<file path="src/rtl/neuron_sweep_scheduler_pkg.sv">
// Shared encodings for the neuron sweep scheduler: FSM states and RAM phase codes.
package neuron_sweep_scheduler_pkg;

    // FSM state encodings
    localparam logic [1:0] IDLE  = 2'd0;
    localparam logic [1:0] SWEEP = 2'd1;
    localparam logic [1:0] DONE  = 2'd2;

    // Per-neuron RAM phases (low two bits of neuronCounter)
    localparam logic [1:0] PH_WCNT  = 2'd0;  // write-count strobe
    localparam logic [1:0] PH_READ  = 2'd1;  // state RAM read
    localparam logic [1:0] PH_COMP  = 2'd2;  // neuron compute settle, no strobe
    localparam logic [1:0] PH_WRITE = 2'd3;  // state RAM write-back

endpackage

</file>
<file path="src/rtl/neuron_sweep_scheduler_half_cnt_divider.sv">
// Programmable half-period divider producing neuron_clk and a one-cycle
// tick that is high in the first cycle neuron_clk is high.
module half_cnt_divider (
    input  logic        rawclk,
    input  logic        reset_sim_n,
    input  logic [31:0] half_cnt,
    output logic        neuron_clk,
    output logic        tick
);

    logic [31:0] delay_cnt;

    // Count up to half_cnt, then toggle; >= compare makes a lowered half_cnt take effect next edge
    always_ff @(posedge rawclk or negedge reset_sim_n) begin
        if (!reset_sim_n) begin
            delay_cnt  <= 32'd0;
            neuron_clk <= 1'b0;
            tick       <= 1'b0;
        end else if (delay_cnt >= half_cnt) begin
            delay_cnt  <= 32'd0;
            neuron_clk <= ~neuron_clk;
            tick       <= ~neuron_clk;
        end else begin
            delay_cnt  <= delay_cnt + 32'd1;
            tick       <= 1'b0;
        end
    end

endmodule

</file>
<file path="src/rtl/neuron_sweep_scheduler.sv">
// Sweep sequencer for the time-multiplexed neuron/synapse pool: one sweep of
// every neuron index x 4 RAM phases per step, with overrun detection.
module neuron_sweep_scheduler
    import neuron_sweep_scheduler_pkg::*;
#(
    parameter int NN = 8
) (
    input  logic          rawclk,
    input  logic          reset_sim_n,
    input  logic          enable,
    input  logic          single_step,
    input  logic [31:0]   half_cnt,
    input  logic          clear_overrun,
    output logic          neuron_clk,
    output logic [NN+2:0] neuronCounter,
    output logic [NN:0]   neuronIndex,
    output logic          neuronWriteCount,
    output logic          readClock,
    output logic          neuronWriteEnable,
    output logic          dataValid,
    output logic          busy,
    output logic          step_done,
    output logic          overrun,
    output logic [31:0]   step_count
);

    localparam int            CW   = NN + 3;
    localparam logic [CW-1:0] LAST = '1;  // SWEEP-1
    localparam logic [CW-1:0] ONE  = {{(CW-1){1'b0}}, 1'b1};

    logic       tick;
    logic       step_req;
    logic [1:0] state;
    logic       last_cyc;

    half_cnt_divider u_div (
        .rawclk      (rawclk),
        .reset_sim_n (reset_sim_n),
        .half_cnt    (half_cnt),
        .neuron_clk  (neuron_clk),
        .tick        (tick)
    );

    assign step_req = (enable && tick) || single_step;
    assign last_cyc = (state == SWEEP) && (neuronCounter == LAST);

    // Sweep FSM and neuron/phase counter
    always_ff @(posedge rawclk or negedge reset_sim_n) begin
        if (!reset_sim_n) begin
            state         <= IDLE;
            neuronCounter <= '0;
        end else begin
            case (state)
                IDLE: begin
                    neuronCounter <= '0;
                    if (step_req) state <= SWEEP;
                end
                SWEEP: begin
                    if (last_cyc) begin
                        state         <= DONE;
                        neuronCounter <= '0;
                    end else begin
                        neuronCounter <= neuronCounter + ONE;
                    end
                end
                DONE: begin
                    neuronCounter <= '0;
                    state         <= step_req ? SWEEP : IDLE;
                end
                default: begin
                    state         <= IDLE;
                    neuronCounter <= '0;
                end
            endcase
        end
    end

    // Completed-sweep counter; bumps on the last phase so it reads updated during step_done
    always_ff @(posedge rawclk or negedge reset_sim_n) begin
        if (!reset_sim_n)  step_count <= 32'd0;
        else if (last_cyc) step_count <= step_count + 32'd1;
    end

    // Sticky overrun: a dropped request beats a simultaneous clear
    always_ff @(posedge rawclk or negedge reset_sim_n) begin
        if (!reset_sim_n)                     overrun <= 1'b0;
        else if (step_req && state == SWEEP) overrun <= 1'b1;
        else if (clear_overrun)               overrun <= 1'b0;
    end

    assign busy              = (state == SWEEP);
    assign step_done         = (state == DONE);
    assign neuronIndex       = neuronCounter[NN+2:2];
    assign neuronWriteCount  = busy && (neuronCounter[1:0] == PH_WCNT);
    assign readClock         = busy && (neuronCounter[1:0] == PH_READ);
    assign neuronWriteEnable = busy && (neuronCounter[1:0] == PH_WRITE);
    assign dataValid         = busy && (neuronCounter == '0);

endmodule

</file>
<file path="config.mk">
export PLATFORM = sky130hd
export DESIGN_NAME = neuron_sweep_scheduler
export DESIGN_NICKNAME = d
export VERILOG_FILES = /design/src/rtl/neuron_sweep_scheduler_pkg.sv /design/src/rtl/neuron_sweep_scheduler_half_cnt_divider.sv /design/src/rtl/neuron_sweep_scheduler.sv
export SDC_FILE = /design/constraint.sdc
export NUM_CORES = 1
export LEC_CHECK = 0
export CAP_MARGIN = 10
export CORE_MARGIN = 5
export CORE_UTILIZATION = 32
export CTS_BUF_LIST = sky130_fd_sc_hd__clkbuf_16
export CTS_CLUSTER_DIAMETER = 60
export DETAILED_ROUTE_END_ITERATION = 6
export SYNTH_ARGS = -nofsm -noshare
export SYNTH_HDL_FRONTEND = slang
export SYNTH_SLANG_ARGS = --single-unit
</file>
<file path="constraint.sdc">
create_clock -name rawclk -period 6.9 [get_ports rawclk]
set_clock_uncertainty 0.2 [all_clocks]
set_input_delay 1.38 -clock rawclk [delete_from_list [all_inputs] [get_ports rawclk]]
set_output_delay 1.38 -clock rawclk [all_outputs]
set_load 0.01 [all_outputs]
</file>
==> run summary <==
Peak VDD IR - 0.09760 mV
Crit end category - flop
FFs w/ async S/R, synth - 1.000
Mapped Cells - 489
Vias per cell - 5.025
Layout filler cell count - 1384
Worst r2r path cells - 6
Reg-to-reg slack, setup - 4060 ps
Placed wire-length estimate - 8418 um
Top_reg_cell synth - dfrtp_1
GRT Total Usage - 0.1330
Leakage - 2.759 nW
Met1 wire length - 5258 um
I/O pin count - 97
Ant diodes - 0
Tightest Pin Transition - 1066 ps
Nets - 650
Final max-slew violation count - 0
Clock-pin slew on the worst setup and hold paths - 60 ps
Syn nets - 563
Drt first pass iters - 4
HP Start - step_count[27]$_DFFE_PN0P_
Met3 WL - 469 um
Layout cell share with drive strength beyond 1 - 0.06196
Highest routed layer - met4
Gp weighted congestion - 0.7887
Post-CTS setup repair buffer count - 0
Clk buf depth - 2
Crit path required time - 6880 ps
Leading area contributor after synthesis - dfrtp_1
Area of the multi-input gates - 0.002459 mm2
Worst EP arrival - 3860 ps
Sequential Area - 0.002002 mm2
Min Tclk post-route - 3889 ps
Clock sink count - 80
Top cells by area, synth - dfrtp_1 (42%), xnor2_1 (9.7%), ha_1 (9.7%)
Slowest-stage cell, CP - o31a_2
Worst hold path cell count - 1
Startpoint Class - input port
HP Class - reg -> reg
Wire per inst - 15.03 um
Largest net degree at the start of global routing - 81
Count of hold-fix buffers inserted at cts - 0
#FFs+latches synth - 80
Starting Density - 0.3279
PostCTS Resize Cnt - 0
Synth Area per Inst - 9.782 um2
Initial antenna violation count - 0
Max cap viols - 0
Rel. slew slack - 0.2895
Core footprint - 0.01459 mm2
Synth top area share - 0.4185
Met2 wire length - 5616 um
Crit-path max cell delay - 650 ps
Via Count - 3844
Endpoints failing setup - 0
Site row count - 44
Yosys cell types - 48
CP Buf/Inv Count - 2
CTS tree - built
Tcrit/Tclk final - 0.5637
DIE HEIGHT - 132.3 um
Fin util - 0.4260
Seq/Total Area, Yosys - 0.4185
Commonest non-fill, non-tap cell in the layout - clkdlybuf4s50_1
Die W - 132.3 um
Worst r2r dst - u_div.delay_cnt[29]$_DFF_PN0_
PortBufs - 96
Vias in the first global route - 3915
Number of synthesized flops with an enable pin - 0
CTS buffer count - 9
ANT nets after route - 0
RR Startpoint - u_div.delay_cnt[14]$_DFF_PN0_
First-pass GRT wire length - 19510 um
CP Class - in -> reg
RSZ-0062 raised after global routing - no
GRT overflow - 0
Hold_ws - 295.6 ps
Clock latency on the worst-skew pair - 340 ps
Drc violations - 0
Critical Path, Cell by Cell - clkdlybuf4s50_1 > inv_1 > ha_1 > nand4_1 > or2_2 > a2111oi_2 > o31a_2 > nor3_1
Max Clock Freq - 0.2571 GHz
Synthesized area - 0.004783 mm2
Final Routed Wirelength - 11500 um
Final count of hold timing violations - 0
Top Family by Delay on Critical Path - compound AO/OA/AOI/OAI gates
Clock root buffer - clkbuf_16
CP max FO - 31
Yosys warnings - 0
Status - finished clean
P&R area growth vs syn - 29.92%
Die area - 0.01749 mm2
Total negative slack - 0 ps
CTS H-tree lvls - 3
Hold EP - step_count[27]$_DFFE_PN0P_
Most frequent cells in the layout - clkdlybuf4s50_1 (95), dfrtp_1 (80), xnor2_1 (53)
Power Density - 228.6 mW/mm2
DR iter-0 viols - 264
==> cells by family after synthesis <==
logic type,synth area share
adder cells (fa/ha/maj),0.09678
multiplexers,0.002354
buffers and inverters,0.06748
AO/OA/AOI/OAI,0.05075
flip-flops,0.4185
AND/OR/NAND/NOR,0.2359
XOR/XNOR,0.1282
==> worst max path at each step <==
stage | startpoint | endpoint | depth (start not counted)
after floorplan | half_cnt[14] | u_div.delay_cnt[10]$_DFF_PN0_ | 8
after detailed placement | half_cnt[14] | u_div.delay_cnt[17]$_DFF_PN0_ | 8
final | half_cnt[14] | u_div.delay_cnt[29]$_DFF_PN0_ | 8
after global routing | half_cnt[15] | u_div.delay_cnt[9]$_DFF_PN0_ | 8
after CTS | state[1]$_DFFE_PN0P_ | dataValid | 6
after global placement | half_cnt[15] | u_div.delay_cnt[26]$_DFF_PN0_ | 8
==> report_power, final <==
part | switching [mW] | internal (mW)
Sequential | 0.0638 | 0.513
Combinational | 0.107 | 0.110
Clock | 0.199 | 0.428
Total | 0.370 | 1.05
==> cell usage after synthesis, drive strengths merged, types with 3 or more instances <==
| cell type | number |
|---|---|
| dfrtp | 80 |
| xnor2 | 53 |
| inv | 46 |
| nor3 | 45 |
| ha | 37 |
| nand2 | 31 |
| nand3 | 26 |
| nand4 | 24 |
| nor2 | 24 |
| buf | 17 |
| xor2 | 17 |
| a21oi | 14 |
| nor4 | 11 |
| and3 | 10 |
| and4 | 10 |
| and2 | 9 |
| a21o | 4 |
| or3 | 4 |
| clkbuf | 3 |
| o21ai | 3 |
==> layer usage <==
layer	track usage	up-vias
met1	0.1708	1887
li1	-	1873
met2	0.2187	73
met5	0	-
met4	0.04016	0
met3	0.03664	11
==> state kept, by name (all words and copies together), names as in the netlist <==
name and count:
step_count 32, u_div.delay_cnt 32, neuronCounter 11, state 2, overrun 1, u_div.neuron_clk 1, u_div.tick 1
==> through the flow <==
| stage | instances | cell area [um2] | power [mW] | setup slack [ps] |
|---|---|---|---|---|
| 2_1_floorplan | 489 | 4783 | 0.7142 | 3620 |
| 3_3_place_gp | 749 | 5822 | 0.7910 | 2744 |
| 5_1_grt | 765 | 6215 | 1.497 | 2802 |
| 4_1_cts | 765 | 6215 | 1.440 | 2952 |
| 6_report | 765 | 6215 | 1.421 | 3011 |
| 3_5_place_dp | 749 | 5822 | 0.8037 | 2662 |
==> final cells by class <==
cell class | instances | area share
multi-input cells | 343 | 0.3956
inverters | 46 | 0.02778
repair buffers | 96 | 0.1542
well taps | 184 | 0.03704
clock inverters | 7 | 0.02698
clock buffers | 9 | 0.03624
flip-flops and latches | 80 | 0.3221
No activity file was read; power rests on OpenSTA's default activity.
